===== src/rtl/mem_port_arbiter_pkg.sv =====
// Shared types for the memory port arbiter: access size encoding and arbiter FSM states.
// No logic, no latency.
// No flow control.
package mem_port_arbiter_pkg;

    // Width of the consecutive-data-grant counter (limit range 1..15)
    localparam int STREAK_W = 4;

    typedef enum logic [1:0] {
        MEM_BYTE     = 2'd0,
        MEM_HALFWORD = 2'd1,
        MEM_WORD     = 2'd2
    } memory_mask_t;

    typedef enum logic [1:0] {
        ARB_IDLE,
        ARB_BUSY_IF,
        ARB_BUSY_D,
        ARB_ERR_D
    } arb_state_t;

endpackage


===== src/rtl/mem_port_arbiter_if.sv =====
// External memory bus: one request at a time, held until the memory signals ready.
// Read data returns combinationally with ready.
// The arbiter keeps the request asserted and stable until ready is seen.
interface mem_port_arbiter_if;
    logic        mem_req;
    logic        mem_we;
    logic [31:0] mem_addr;
    logic [3:0]  mem_be;
    logic [31:0] mem_wdata;
    logic        mem_ready;
    logic [31:0] mem_rdata;

    // Arbiter side: drives the request, receives completion
    modport master (
        output mem_req, mem_we, mem_addr, mem_be, mem_wdata,
        input  mem_ready, mem_rdata
    );

    // Memory side
    modport slave (
        input  mem_req, mem_we, mem_addr, mem_be, mem_wdata,
        output mem_ready, mem_rdata
    );
endinterface


===== src/rtl/mem_port_arbiter_lane_align.sv =====
// Byte-lane steering: store byte enables and lane replication, misalignment detect, load align/extend.
// Purely combinational, zero latency.
// No flow control.
module mem_port_arbiter_lane_align
    import mem_port_arbiter_pkg::*;
(
    input  logic [1:0]   off,
    input  memory_mask_t mask,
    input  logic         sign_ext,
    input  logic [31:0]  wdata,
    input  logic [31:0]  rdata,
    output logic [3:0]   be,
    output logic [31:0]  wdata_lane,
    output logic         misaligned,
    output logic [31:0]  rdata_aligned
);
    logic [31:0] shifted;

    // Lane selection and load extension by access size
    always_comb begin
        shifted       = rdata >> {off, 3'b000};
        be            = 4'b1111;
        wdata_lane    = wdata;
        misaligned    = 1'b0;
        rdata_aligned = rdata;
        case (mask)
            MEM_BYTE: begin
                be            = 4'b0001 << off;
                wdata_lane    = {4{wdata[7:0]}};
                rdata_aligned = {{24{sign_ext & shifted[7]}}, shifted[7:0]};
            end
            MEM_HALFWORD: begin
                be            = 4'b0011 << off;
                wdata_lane    = {2{wdata[15:0]}};
                misaligned    = off[0];
                rdata_aligned = {{16{sign_ext & shifted[15]}}, shifted[15:0]};
            end
            default: begin
                misaligned    = |off;
            end
        endcase
    end
endmodule


===== src/rtl/mem_port_arbiter.sv =====
// Shares one memory port between fetch and load/store; data has priority, fetch gets a turn after a streak.
// Grant registered one cycle after request; ack is same-cycle with mem_ready; misaligned data acks at N+1.
// Requesters hold their request until ack; mem_req is held until mem_ready.
module mem_port_arbiter
    import mem_port_arbiter_pkg::*;
#(
    parameter int unsigned MAX_DATA_STREAK = 4
) (
    input  logic                 clk,
    input  logic                 rst,
    input  logic                 if_req,
    input  logic [31:0]          if_addr,
    output logic                 if_ack,
    output logic [31:0]          if_rdata,
    input  logic                 d_req,
    input  logic                 d_we,
    input  logic [31:0]          d_addr,
    input  logic [31:0]          d_wdata,
    input  memory_mask_t         d_mask,
    input  logic                 d_sign_ext,
    output logic                 d_ack,
    output logic                 d_err,
    output logic [31:0]          d_rdata,
    mem_port_arbiter_if.master   mem
);
    localparam logic [STREAK_W-1:0] STREAK_MAX = STREAK_W'(MAX_DATA_STREAK);

    arb_state_t          state;
    logic [STREAK_W-1:0] streak;
    logic [1:0]          lat_off;
    memory_mask_t        lat_mask;
    logic                lat_sign;

    logic                grant_d;
    logic [1:0]          sel_off;
    memory_mask_t        sel_mask;
    logic                sel_sign;
    logic [3:0]          lane_be;
    logic [31:0]         lane_wdata;
    logic                lane_misaligned;
    logic [31:0]         lane_rdata;
    logic                if_addr_unused;

    // Fetch is always word aligned; the low address bits carry no information
    assign if_addr_unused = ^if_addr[1:0];

    // Data wins unless it has already taken STREAK_MAX grants in a row past a waiting fetch
    assign grant_d = d_req & (~if_req | (streak < STREAK_MAX));

    // While idle the lane logic looks at the live request; afterwards at the latched copy
    assign sel_off  = (state == ARB_IDLE) ? d_addr[1:0] : lat_off;
    assign sel_mask = (state == ARB_IDLE) ? d_mask      : lat_mask;
    assign sel_sign = (state == ARB_IDLE) ? d_sign_ext  : lat_sign;

    mem_port_arbiter_lane_align u_lane (
        .off           (sel_off),
        .mask          (sel_mask),
        .sign_ext      (sel_sign),
        .wdata         (d_wdata),
        .rdata         (mem.mem_rdata),
        .be            (lane_be),
        .wdata_lane    (lane_wdata),
        .misaligned    (lane_misaligned),
        .rdata_aligned (lane_rdata)
    );

    // Completion signals follow mem_ready in the same cycle
    assign if_ack   = (state == ARB_BUSY_IF) & mem.mem_ready;
    assign d_ack    = ((state == ARB_BUSY_D) & mem.mem_ready) | (state == ARB_ERR_D);
    assign d_err    = (state == ARB_ERR_D);
    assign if_rdata = mem.mem_rdata;
    assign d_rdata  = (state == ARB_BUSY_D) ? lane_rdata : 32'd0;

    // Arbitration FSM, request latching, memory bus registers and streak counter
    always_ff @(posedge clk) begin
        if (rst) begin
            state         <= ARB_IDLE;
            streak        <= '0;
            lat_off       <= 2'b00;
            lat_mask      <= MEM_BYTE;
            lat_sign      <= 1'b0;
            mem.mem_req   <= 1'b0;
            mem.mem_we    <= 1'b0;
            mem.mem_addr  <= 32'd0;
            mem.mem_be    <= 4'd0;
            mem.mem_wdata <= 32'd0;
        end else begin
            case (state)
                ARB_IDLE: begin
                    if (grant_d) begin
                        lat_off  <= d_addr[1:0];
                        lat_mask <= d_mask;
                        lat_sign <= d_sign_ext;
                        streak   <= if_req ? streak + 1'b1 : '0;
                        if (lane_misaligned) begin
                            state <= ARB_ERR_D;
                        end else begin
                            state         <= ARB_BUSY_D;
                            mem.mem_req   <= 1'b1;
                            mem.mem_we    <= d_we;
                            mem.mem_addr  <= {d_addr[31:2], 2'b00};
                            mem.mem_be    <= lane_be;
                            mem.mem_wdata <= lane_wdata;
                        end
                    end else if (if_req) begin
                        state        <= ARB_BUSY_IF;
                        streak       <= '0;
                        mem.mem_req  <= 1'b1;
                        mem.mem_we   <= 1'b0;
                        mem.mem_addr <= {if_addr[31:2], 2'b00};
                        mem.mem_be   <= 4'b1111;
                    end
                end
                ARB_BUSY_IF, ARB_BUSY_D: begin
                    if (mem.mem_ready) begin
                        state       <= ARB_IDLE;
                        mem.mem_req <= 1'b0;
                        mem.mem_we  <= 1'b0;
                    end
                end
                ARB_ERR_D: state <= ARB_IDLE;
                default:   state <= ARB_IDLE;
            endcase
        end
    end
endmodule


===== src/flat_wrapper.sv =====
// flat-port wrapper written by rule: the top's interface ports become plain ports
module mem_port_arbiter_flat import mem_port_arbiter_pkg::*;
#(
    parameter int unsigned MAX_DATA_STREAK = 4
)
  (clk, rst, if_req, if_addr, if_ack, if_rdata, d_req, d_we, d_addr, d_wdata, d_mask, d_sign_ext, d_ack, d_err, d_rdata, mem_mem_req, mem_mem_we, mem_mem_addr, mem_mem_be, mem_mem_wdata, mem_mem_ready, mem_mem_rdata);
  mem_port_arbiter_if mem_i ();
  input  logic clk;
  input  logic rst;
  input  logic if_req;
  input  logic [31:0] if_addr;
  output logic if_ack;
  output logic [31:0] if_rdata;
  input  logic d_req;
  input  logic d_we;
  input  logic [31:0] d_addr;
  input  logic [31:0] d_wdata;
  input  memory_mask_t d_mask;
  input  logic d_sign_ext;
  output logic d_ack;
  output logic d_err;
  output logic [31:0] d_rdata;
  output wire logic [$bits(mem_i.mem_req)-1:0] mem_mem_req;
  output wire logic [$bits(mem_i.mem_we)-1:0] mem_mem_we;
  output wire logic [$bits(mem_i.mem_addr)-1:0] mem_mem_addr;
  output wire logic [$bits(mem_i.mem_be)-1:0] mem_mem_be;
  output wire logic [$bits(mem_i.mem_wdata)-1:0] mem_mem_wdata;
  input wire logic [$bits(mem_i.mem_ready)-1:0] mem_mem_ready;
  input wire logic [$bits(mem_i.mem_rdata)-1:0] mem_mem_rdata;
  assign mem_mem_req = mem_i.mem_req;
  assign mem_mem_we = mem_i.mem_we;
  assign mem_mem_addr = mem_i.mem_addr;
  assign mem_mem_be = mem_i.mem_be;
  assign mem_mem_wdata = mem_i.mem_wdata;
  assign mem_i.mem_ready = mem_mem_ready;
  assign mem_i.mem_rdata = mem_mem_rdata;
  mem_port_arbiter #(.MAX_DATA_STREAK(MAX_DATA_STREAK)) u_core (.clk(clk), .rst(rst), .if_req(if_req), .if_addr(if_addr), .if_ack(if_ack), .if_rdata(if_rdata), .d_req(d_req), .d_we(d_we), .d_addr(d_addr), .d_wdata(d_wdata), .d_mask(d_mask), .d_sign_ext(d_sign_ext), .d_ack(d_ack), .d_err(d_err), .d_rdata(d_rdata), .mem(mem_i));
endmodule

===== config.mk =====
export PLATFORM = sky130hd
export DESIGN_NAME = mem_port_arbiter_flat
export DESIGN_NICKNAME = d
export VERILOG_FILES = /design/src/rtl/mem_port_arbiter_pkg.sv /design/src/rtl/mem_port_arbiter_if.sv /design/src/rtl/mem_port_arbiter_lane_align.sv /design/src/rtl/mem_port_arbiter.sv /design/src/flat_wrapper.sv
export SDC_FILE = /design/constraint.sdc
export NUM_CORES = 1
export LEC_CHECK = 0
export ABC_AREA = 1
export CAP_MARGIN = 5
export CORE_MARGIN = 4
export CORE_UTILIZATION = 42
export CTS_BUF_LIST = sky130_fd_sc_hd__clkbuf_2 sky130_fd_sc_hd__clkbuf_4 sky130_fd_sc_hd__clkbuf_8
export CTS_CLUSTER_SIZE = 40
export DETAILED_ROUTE_END_ITERATION = 10
export GPL_ROUTABILITY_DRIVEN = 0
export GPL_TIMING_DRIVEN = 0
export PLACE_DENSITY = 0.91
export SLEW_MARGIN = 20
export SYNTH_ARGS = -nofsm -noshare
export SYNTH_HDL_FRONTEND = slang
export SYNTH_SLANG_ARGS = --single-unit

===== constraint.sdc =====
create_clock -name clk -period 2.6 [get_ports clk]
set_clock_uncertainty 0.15 [all_clocks]
set_input_delay 0.52 -clock clk [delete_from_list [all_inputs] [get_ports clk]]
set_output_delay 0.52 -clock clk [all_outputs]
set_load 0.01 [all_outputs]

# --- Yosys cells after proc, flatten, opt, wreduce, memory -nomap -nowiden ---
# Index checks and enable logic that the tools add are counted.
op_classes:
  n_addsub: 1
  magnitude_cmp: 1
  n_eq_ne: 8
  n_shift: 3
  muxes: 31
  n_bitwise: 9
  reduce_logical: 12
ops:
  columns: ["cell", "count"]
  rows:
  - ["$mux W32", 4]
  - ["$pmux W32 S2", 2]
  - ["$shr A32 B5 Y16", 1]
  - ["$mux W4", 6]
  - ["$mux W2", 5]
  - ["$mux W1", 9]
  - ["$pmux W4 S2", 1]
  - ["$pmux W1 S2", 3]
  - ["$pmux W2 S3", 1]
  - ["$reduce_and A2 Y1", 3]
  - ["$reduce_and A3 Y1", 2]
  - ["$and A1 B1 Y1", 5]
  - ["$add A4 B1 Y4 const B", 1]
  - ["$eq A2 B1 Y1 const B", 2]
  - ["$eq A2 B2 Y1 const B", 2]
  - ["$logic_not A2 Y1", 2]
  - ["$lt A4 B3 Y1 const B", 1]
  - ["$ne A2 B2 Y1 const B", 2]
  - ["$reduce_and A4 Y1", 1]
  - ["$reduce_bool A2 Y1", 2]
  - ["$reduce_or A2 Y1", 2]
  - ["$shl A1 B2 Y4 const A", 1]
  - ["$shl A2 B2 Y4 const A", 1]
  - ["$ne A3 B2 Y1 const B", 1]
  - ["3 further kinds", 5]
totals:
  ff_bits: 81
  out_inout_bits: 137
  word_cells: 75

# --- Depth between registers and ports, before layout ---
logic_depth:
  depth_word: 7
  ltp_mapped: 14
  depth_no_buf: 12

# --- By module ---
# From an unflattened synthesis, not the netlist that was laid out.
unflattened:
  hier_cells: 975
  hier_area_um2: 5517.8
by_module_without_submodules:
  columns: ["mod", "instances", "cells_per_inst", "area_each_um2", "seq_area_each_um2"]
  rows:
  - ["mem_port_arbiter", 1, 723, 4309.1, 1581.5]
  - ["mem_port_arbiter_lane_align", 1, 252, 1208.7, 0.0]

# --- Worst setup path before layout ---
# OpenSTA, ideal clock, no wires.
synth_path:
  kind: "register -> output"
  startpoint: "reg u_core.state[0]"
  endpoint: "out d_rdata[25]"
  arrival_time_ns: 1.805
  path_slack_ns: 0.125
  path_stages_with_launch: 15
  path_buffers: 3
  cell_sequence: "dfxtp_1 inv_1 ha_1 buf_6 inv_4 nand2_1 nand2_2 buf_6 nand2_1 nor2_2 nand3_4 nand3_2 buf_6 nand2_1 inv_1"
synth_via:
  elab_chain_cells: 6
  word_cells_on_any_way: 12
  classes_between: "2 x eq/ne; 1 x shift; 5 x mux; 2 x bitwise; 2 x reduce/logical"
synth_rtl:
  columns: ["item", "line", "text"]
  rows:
  - ["start: declaration", "mem_port_arbiter.sv:28", "arb_state_t state;"]
  - ["start signal: assignment", "mem_port_arbiter.sv:77", "state <= ARB_IDLE;"]
  - ["start signal: assignment", "mem_port_arbiter.sv:96", "state <= ARB_ERR_D;"]
  - ["start signal: assignment", "mem_port_arbiter.sv:98", "state <= ARB_BUSY_D;"]
  - ["$logic_not A2 Y1", "mem_port_arbiter.sv:51, mem_port_arbiter.sv:52, mem_port_arbiter.sv:53", null]
  - ["$mux W2", "mem_port_arbiter.sv:51", "assign sel_off = (state == ARB_IDLE) ? d_addr[1:0] : lat_off;"]
  - ["$shr A32 B5 Y16", "mem_port_arbiter_lane_align.sv:21", "shifted = rdata >> {off, 3'b000};"]
  - ["$and A1 B1 Y1 (on tied branches)", "mem_port_arbiter_lane_align.sv:36, mem_port_arbiter_lane_align.sv:30", null]
  - ["$pmux W32 S2", "mem_port_arbiter_lane_align.sv:26", "case (mask)"]
  - ["$mux W32 (*)", "mem_port_arbiter.sv:72", "assign d_rdata = (state == ARB_BUSY_D) ? lane_rdata : 32'd0;"]
  - ["end: declaration", "flat_wrapper.sv:22", "output logic [31:0] d_rdata;"]
# Mark *: on every way between the ends. The rest lies on a longest branch, timed or not.

# --- Worst setup path in the final report ---
layout_path:
  startpoint: "reg u_core.state[0]"
  endpoint: "out d_rdata[14]"
layout_via:
  elab_chain_cells: 6
  word_cells_on_any_way: 11
  classes_between: "2 x eq/ne; 1 x shift; 5 x mux; 1 x bitwise; 2 x reduce/logical"
layout_rtl:
  columns: ["item", "line", "text"]
  rows:
  - ["$logic_not A2 Y1", "mem_port_arbiter.sv:51, mem_port_arbiter.sv:52, mem_port_arbiter.sv:53", null]
  - ["$mux W2", "mem_port_arbiter.sv:51", null]
  - ["$shr A32 B5 Y16", "mem_port_arbiter_lane_align.sv:21", null]
  - ["$and A1 B1 Y1", "mem_port_arbiter_lane_align.sv:30", "rdata_aligned = {{24{sign_ext & shifted[7]}}, shifted[7:0]};"]
  - ["$pmux W32 S2", "mem_port_arbiter_lane_align.sv:26", null]
  - ["$mux W32 (*)", "mem_port_arbiter.sv:72", null]
# Marks and branches as above.

==> results.txt <==
----------------------------------------------------
[Routing]
  Remaining antenna violation count after routing ... 0
  WL/cell ... 15.9 um
  Vias after detailed routing ... 7,214
  Number of design-rule violations left by the first detailed-router iteration ... 685
  Total wirelength of the detailed-routed design ... 22,500 um
  Via-per-instance ratio ... a little over 5
  Number of detailed-route iterations in the first pass ... 8
  Total DRC errors in the routed layout ... 0

[Clock tree]
  Number of sinks handled by clock tree synthesis ... 79
  Number of levels the H-tree was split into ... 3
  Clk pin slew, worst setup/hold paths ... 0.09 ns
  CTS Buffer Depth ... 2
  CTS tree ... yes
  Clock buffers created by TritonCTS ... 9
  Post-CTS Hold Fix Bufs ... 0
  Latest clock arrival within the worst-skew pair ... around 0.36 ns
  CTS Root Buffer Type ... sky130_fd_sc_hd__clkbuf_8

[Global route]
  Pin count of the biggest net entering global routing ... 14
  Overall overflow remaining after global route ... 0
  Via count of the first global-routing pass ... around 6,600
  Antenna violations before repair ... 0
  First-pass GRT wire length ... 32,400 um
  Global-route usage over all layers ... 0.275

[Die]
  Die Ht ... roughly 120 um
  Boundary Pins ... between 200 and 300
  Placement Rows ... a little over 40
  Core area ... 12,700 um^2
  Initial core utilization ... 0.429
  Die W ... about 120 um
  Die Area ... 14,800 um^2

[STA]
  Final critical-path setup slack ... -0.353 ns
  Timing-limited maximum frequency ... 0.339 GHz
  Max transition margin ... 0.595
  Number of setup violations in the final report ... 32
  Final-report hold violation count ... 0
  Actual transition at the worst max-transition pin ... 0.608 ns
  Post-route worst hold slack ... 0.305 ns
  Final critical delay including setup and external delays ... just under 3 ns
  Final worst path period share ... 1.14
  Setup TNS Final ... -7.15 ns
  Setup repair after global routing missed its margin ... true
  Final count of pins violating max slew ... 0

[Layout]
  Multi-input logic area ... approximately 3200 um^2
  Diodes inserted ... 0
  Fraction of layout instances using a drive strength above 1 ... 0.185
  Final core area utilization ... 0.724
  Area overhead of the layout relative to synthesis ... 68.7%
  Register Area ... ~1600 um^2
  Number of standard cells in the layout, taps in and fillers out ... 1,416
  Final layout net count ... about 1,400
  Number of filler cells placed in the layout ... 1,004

[Setup path]
  Required time at the worst-slack endpoint ... between 1.5 and 2 ns
  Type of origin of the critical path ... register
  Crit path max fanout ... 10
  Setup slack of the worst register-to-register path ... approximately 0.24 ns
  Critical Path AT ... about 2.3 ns
  Endpoint of the lowest-slack register-to-register path ... u_core.mem.mem_wdata[28]$_SDFFE_PP0P_
  Startpoint-to-endpoint class of the critical path ... reg2out
  Worst r2r path cells ... 13
  Crit Reg-Reg Startpoint ... u_core.state[0]$_SDFFE_PP0P_
  Sort of element at the end of the critical path ... output pin

[Hold path]
  Cell depth of the worst hold path ... 2
  Terminating pin of the worst hold path ... u_core.streak[3]$_SDFFE_PP0P_
  Hold path start ... u_core.streak[3]$_SDFFE_PP0P_
  Kind of path behind the tightest hold check ... reg2reg

[Placement]
  Count of buffers from port buffering ... between 200 and 300
  Post-DP HPWL ... around 16,000 um
  Placed cell count ... approximately 1,400

[Pwr]
  Int Pwr ... between 0.004 and 0.005 W
  Switching power ... approximately 0.0033 W
  Switching share of power ... 0.433
  Total power draw ... around 0.0075 W
  Clock Power Share ... 0.138
  Max rail drop VDD ... roughly 0.00051 V
  Combinational share of power ... 0.638
  Power Dens Cells ... 823 nW/um^2
  Leakage power of the design ... roughly 4.5 nW
  Seq pwr share ... 0.224

[Run]
  Max-capacitance violation count ... 0

[Synth]
  Post-Synthesis Mean Instance Area ... roughly 6 um^2
  Most common flop cell mapped by yosys ... sky130_fd_sc_hd__dfxtp_1
  Top cell type's share of synthesized area ... 0.291
  Seq/Total Area, Yosys ... 0.291
  Post-Syn Area ... 5440 um^2
  Netlist cell types ... 34
  Cell type with the highest aggregate area in the netlist ... sky130_fd_sc_hd__dfxtp_1
  Number of synthesized register bits ... 79
  Fraction of synthesis flops using an asynchronous set or reset pin ... 0
  Cell types occupying the most area after synthesis ... sky130_fd_sc_hd__dfxtp_1 29%, sky130_fd_sc_hd__nand2_1 20%, sky130_fd_sc_hd__nor2_1 11%
  Most common cell in the netlist ... sky130_fd_sc_hd__nand2_1
  Gate count of the mapped netlist ... between 900 and 1,000
  Count of synthesis-stage warnings from yosys ... 0
  EDFF count, synth ... 0
  Most common library cells after synthesis ... 284 x sky130_fd_sc_hd__nand2_1, 158 x sky130_fd_sc_hd__nor2_1, 100 x sky130_fd_sc_hd__inv_1

[Run status]
  Violations in the final reports ... setup timing
  Outcome ... complete, but fails checks

----------------------------------------------------
-- registers in the layout, summed over array words and instances (netlist names) --
| name | count |
|---|---|
| u_core.mem.mem_req | 1 |
| u_core.mem.mem_wdata | 32 |
| u_core.lat_mask | 2 |
| u_core.lat_off | 2 |
| u_core.lat_sign | 1 |
| u_core.state | 2 |
| u_core.mem.mem_we | 1 |
| u_core.mem.mem_addr | 30 |
| u_core.streak | 4 |
| u_core.mem.mem_be | 4 |
-- through the flow --
| stage | setup slack [ns] | cell area (um^2) |
|---|---|---|
| global route | -0.428 | 9170 |
| CTS | -0.171 | 8850 |
| global placement | -0.841 | 8340 |
| floorplan | 0.125 | 5440 |
| finish | -0.353 | 9170 |
| detailed placement | -0.847 | 8340 |
-- power by group through the flow --
stage	Sequential [W]	Combinational [W]	Clock, W
2_1_floorplan	0.00184	0.00214	0
6_report	0.00169	0.00481	0.00104
3_5_place_dp	0.00171	0.00386	0
3_3_place_gp	0.00170	0.00379	0
5_1_grt	0.00172	0.00516	0.00109
4_1_cts	0.00169	0.00433	0.00105
-- repair_timing --
item	in CTS	in global routing
buffers inserted	20	10
pin swaps	10	13
resized for setup	213	85
cloned	3	0
setup endpoints to repair	32	32
-- critical path, stage by stage (launching register included) --
cell	delay, ns
sky130_fd_sc_hd__dfxtp_2	0.34
sky130_fd_sc_hd__inv_2	0.08
sky130_fd_sc_hd__ha_4	0.24
sky130_fd_sc_hd__inv_8	0.07
sky130_fd_sc_hd__nand2_4	0.08
sky130_fd_sc_hd__nand2_4	0.06
sky130_fd_sc_hd__buf_8	0.14
sky130_fd_sc_hd__clkbuf_4	0.20
sky130_fd_sc_hd__o21ai_1	0.19
sky130_fd_sc_hd__nand3_1	0.12
sky130_fd_sc_hd__nand3_1	0.12
sky130_fd_sc_hd__nand2_1	0.09
sky130_fd_sc_hd__inv_1	0.08
sky130_fd_sc_hd__buf_6	0.10
-- metal layers --
metal,up-vias,track usage,part of all wire
li1,3463,-,-
met1,3221,0.330,0.38
met2,429,0.481,0.49
met3,101,0.0534,0.091
met4,0,0.113,0.040
met5,-,0,0
-- cell type report --
| type | count | share of cell area |
|---|---|---|
| Buffer | 85 | 0.0696 |
| Multi-Input combinational cell | 661 | 0.348 |
| Tap cell | 172 | 0.0235 |
| Clock buffer | 10 | 0.0143 |
| Inverter | 103 | 0.0441 |
| Timing Repair Buffer | 301 | 0.319 |
| Clock inverter | 5 | 0.00900 |
| Sequential cell | 79 | 0.173 |
-- kinds of logic (layout without fill, tap and decap cells) --
kind of cell               after synthesis  after routing  synth area share
adders and majority gates                6              6            0.0138
AOI/OAI and AO/OA                      118            118             0.118
buffers and inverters                  189            504             0.173
DFF                                     79             79             0.291
and+or+nand+nor                        534            534             0.402
xor gates and xnor gates                 1              1           0.00161
other                                    1              2          0.000690
-- worst max path at each step --
| stage | from | endpoint | slack (ns) |
|---|---|---|---|
| global placement | d_mask[1] | d_rdata[22] | -0.84 |
| CTS | u_core.state[0]$_SDFFE_PP0P_ | d_rdata[28] | -0.17 |
| global route | u_core.state[1]$_SDFFE_PP0P_ | d_rdata[14] | -0.43 |
| floorplan | u_core.state[0]$_SDFFE_PP0P_ | d_rdata[25] | 0.13 |
| detailed placement | d_mask[1] | d_rdata[22] | -0.85 |
| finish | u_core.state[0]$_SDFFE_PP0P_ | d_rdata[14] | -0.35 |
-- placed cells by master (no fill, tap or decap), types with 2 or more instances in the layout --
| master | Yosys | final |
|---|---|---|
| sky130_fd_sc_hd__nand3_4 | 1 | 4 |
| sky130_fd_sc_hd__nand2_4 | 1 | 14 |
| sky130_fd_sc_hd__nand3_2 | 4 | 14 |
| sky130_fd_sc_hd__buf_8 | 0 | 3 |
| sky130_fd_sc_hd__nor2_2 | 4 | 3 |
| sky130_fd_sc_hd__clkdlybuf4s50_1 | 0 | 234 |
| sky130_fd_sc_hd__inv_2 | 1 | 14 |
| sky130_fd_sc_hd__dfxtp_2 | 0 | 2 |
| sky130_fd_sc_hd__inv_1 | 100 | 85 |
| sky130_fd_sc_hd__buf_4 | 40 | 68 |
| sky130_fd_sc_hd__nand2_1 | 284 | 257 |
| sky130_fd_sc_hd__buf_6 | 9 | 28 |
| sky130_fd_sc_hd__clkbuf_4 | 0 | 5 |
| sky130_fd_sc_hd__buf_12 | 0 | 3 |
| sky130_fd_sc_hd__o21ai_0 | 64 | 43 |
| sky130_fd_sc_hd__clkbuf_2 | 1 | 5 |
| sky130_fd_sc_hd__buf_2 | 8 | 18 |
| sky130_fd_sc_hd__a22oi_1 | 2 | 2 |
| sky130_fd_sc_hd__nand2_8 | 0 | 2 |
| sky130_fd_sc_hd__o21ai_1 | 5 | 25 |
| sky130_fd_sc_hd__clkbuf_1 | 28 | 16 |
| sky130_fd_sc_hd__nor2_1 | 158 | 158 |
| sky130_fd_sc_hd__conb_1 | 1 | 2 |
| sky130_fd_sc_hd__nand2_2 | 6 | 18 |
| sky130_fd_sc_hd__inv_6 | 0 | 3 |
| sky130_fd_sc_hd__dfxtp_1 | 79 | 77 |
| sky130_fd_sc_hd__nand3_1 | 74 | 61 |
| sky130_fd_sc_hd__o211ai_1 | 8 | 8 |
| sky130_fd_sc_hd__dlygate4sd2_1 | 0 | 2 |
| sky130_fd_sc_hd__bufinv_16 | 0 | 2 |
| sky130_fd_sc_hd__o21ai_2 | 1 | 2 |
| sky130_fd_sc_hd__a21oi_1 | 33 | 32 |
| sky130_fd_sc_hd__clkbuf_8 | 0 | 14 |
| sky130_fd_sc_hd__ha_1 | 6 | 5 |
Note: power is estimated with default switching activity, not from simulation.
==> RTL edit: new RTL, same flow settings <==
Set the package constant `STREAK_W` to 3 (it was 4).
--- a/src/rtl/mem_port_arbiter_pkg.sv
+++ b/src/rtl/mem_port_arbiter_pkg.sv
@@ -4,7 +4,7 @@
 package mem_port_arbiter_pkg;
 
     // Width of the consecutive-data-grant counter (limit range 1..15)
-    localparam int STREAK_W = 4;
+    localparam int STREAK_W = 3;
 
     typedef enum logic [1:0] {
         MEM_BYTE     = 2'd0,
Behaviour: same outputs for any inputs over 4 cycles, from zero or initial values and one cycle with rst high; that may be too few to reach the edited logic, so the function may still have changed.
==> RTL edit against the original RTL <==
  * The run still ends with negative setup slack left
  * Critical path type unchanged
  * Total power is 28% higher
  * Design area is 0.98% higher
  * Routed wire length shrank 1.1%
  * Die area decreased by 0.97%
  * Area after synthesis is 1.0% lower
  * Sequential cell count decreased by 1
  * Worst setup slack better by 0.056 ns
  * Hold slack better by 0.0026 ns
==> RTL edit: results (changes against the original RTL) <==
worst_setup_path:
  r2r_cells: 15  # +2
  cp_slowest_stage_delay_ns: 0.34  # about the same
  timing.rr.end: "u_core.mem.mem_wdata[6]"
  slowest_stage: "dfxtp_2"
  cp.arrival_ns: 2.23  # -0.05 ns
  rrSetupSlack_ns: 0.14  # -0.10 ns
  worst-path-max-fanout: 6  # -4
timing:
  setup_violations: 32  # unchanged
  relSlewSlack_pct: 60.7  # +1.2 points
  fin_setup_tns_ns: -6.87  # +0.280 ns
  layout_setup_ws_ns: -0.297  # +0.0564 ns
  holdWs_ns: 0.308  # +0.00260 ns
synthesis:
  synthTopCellsByArea: "dfxtp_1 (29%), nand2_1 (20%), nor2_1 (12%), o21ai_0 (6.3%), buf_4 (5.4%)"
  yosysSeqAreaShare_pct: 29.0  # -0.068 points
  avgSynthCellArea_um2: 5.93  # +1.1%
  synthTopCellsByCount: "nand2_1 (286), nor2_1 (168), dfxtp_1 (78)"
  synth-xor-area-share_pct: 0  # -0.16 points
  synth_cell_types: 31  # -8.8%
  synth_adder_area_share_pct: 1.40  # +0.014 points
detailed_routing:
  routed_via_density: 5.11  # +0.32%
  wl_mm: 22.2  # -1.1%
  drt_iter0_markers: 654  # -4.5%
  drt_first_pass_iters: 6  # -2
final_layout:
  seq_cell_count: 78  # -1.3%
  n_fill_cell: 969  # -3.5%
  seq_share_pct: 16.9  # -0.38 points
  reg_top3: "u_core.mem.mem_wdata x32, u_core.mem.mem_addr x30, u_core.mem.mem_be x4"
  multi_input_area_share_pct: 34.8  # about the same
  nMultiInputCombCells: 666  # +0.76%
  multi_input_area_mm2: 0.00322  # +1.0%
  inv_count: 79  # -23%
  clk_share_pct: 2.76  # +0.42 points
  nClkBuffers: 10  # unchanged
  final_cells: 1405  # -0.78%
  n_all_buffers: 394  # +2.1%
  drive_gt1_share_pct: 19.5  # +0.98 points
  nonClkBufAreaFrac_pct: 39.8  # +0.93 points
hold_path:
  whs_endpoint: "u_core.lat_off[1]"
  hold_start: "u_core.lat_off[1]"
grt:
  grt_pass1_vias: 6665  # +1.3%
  grt_max_degree: 15  # +1
  grt_pass1_wl_mm: 33.3  # +2.7%
  met1_usage_pct: 33.4  # +0.45 points
  grtUsageMet2_pct: 50.1  # +2.0 points
  use_met3_pct: 4.94  # -0.40 points
  grt.total_usage_pct: 28.1  # +0.57 points
clock_tree:
  cts_resized: 228  # +7.0%
  post-cts-setup-buffers: 23  # +15%
  clkLatencyLatePin_ns: 0.33  # -0.03 ns
pwr:
  leakage_nw: 4.46  # -0.36%
  ir_drop_mv: 0.547  # +6.4%
placed_design:
  place_area_mm2: 0.00828  # -0.68%
  hpwl_mm: 16.0  # +0.22%
  place_inst: 1349  # -1.5%
  post-place-ws_ns: -0.792  # +0.0551 ns
status:
  violations: "negative setup slack"
  status: "complete, but fails checks"
floorplan:
  die_w_um: 121  # -0.48%
-- RTL edit: cells by family after synthesis --
kind of cell	count (synthesis)
adders and majority gates	6
and+or+nand+nor	548
other	1
AOI/OAI and AO/OA	110
DFF	78
buffers and inverters	165
-- RTL edit: how the worst max path moves through the flow --
stage	end	cells after the start	slack (ns)
6_report	d_rdata[30]	14	-0.30
5_1_grt	d_rdata[12]	13	-0.41
4_1_cts	d_rdata[12]	14	-0.18
3_5_place_dp	d_rdata[30]	13	-0.79
3_3_place_gp	d_rdata[22]	13	-0.75
2_1_floorplan	d_rdata[26]	11	0.15
-- RTL edit: per-layer routing --
metal | part of all wire (%) | vias to the layer above | wire (um)
li1 | - | 3428 | -
met1 | 38 | 3239 | 8440
met2 | 49 | 405 | 11000
met3 | 8.1 | 109 | 1800
met4 | 4.6 | 0 | 1020
met5 | 0 | - | 0
-- RTL edit: report_power, final --
group          switching [W]  total (W)  internal [W]
clock network       0.000471    0.00114      0.000673
logic                0.00360    0.00666       0.00306
registers           0.000234    0.00188       0.00164
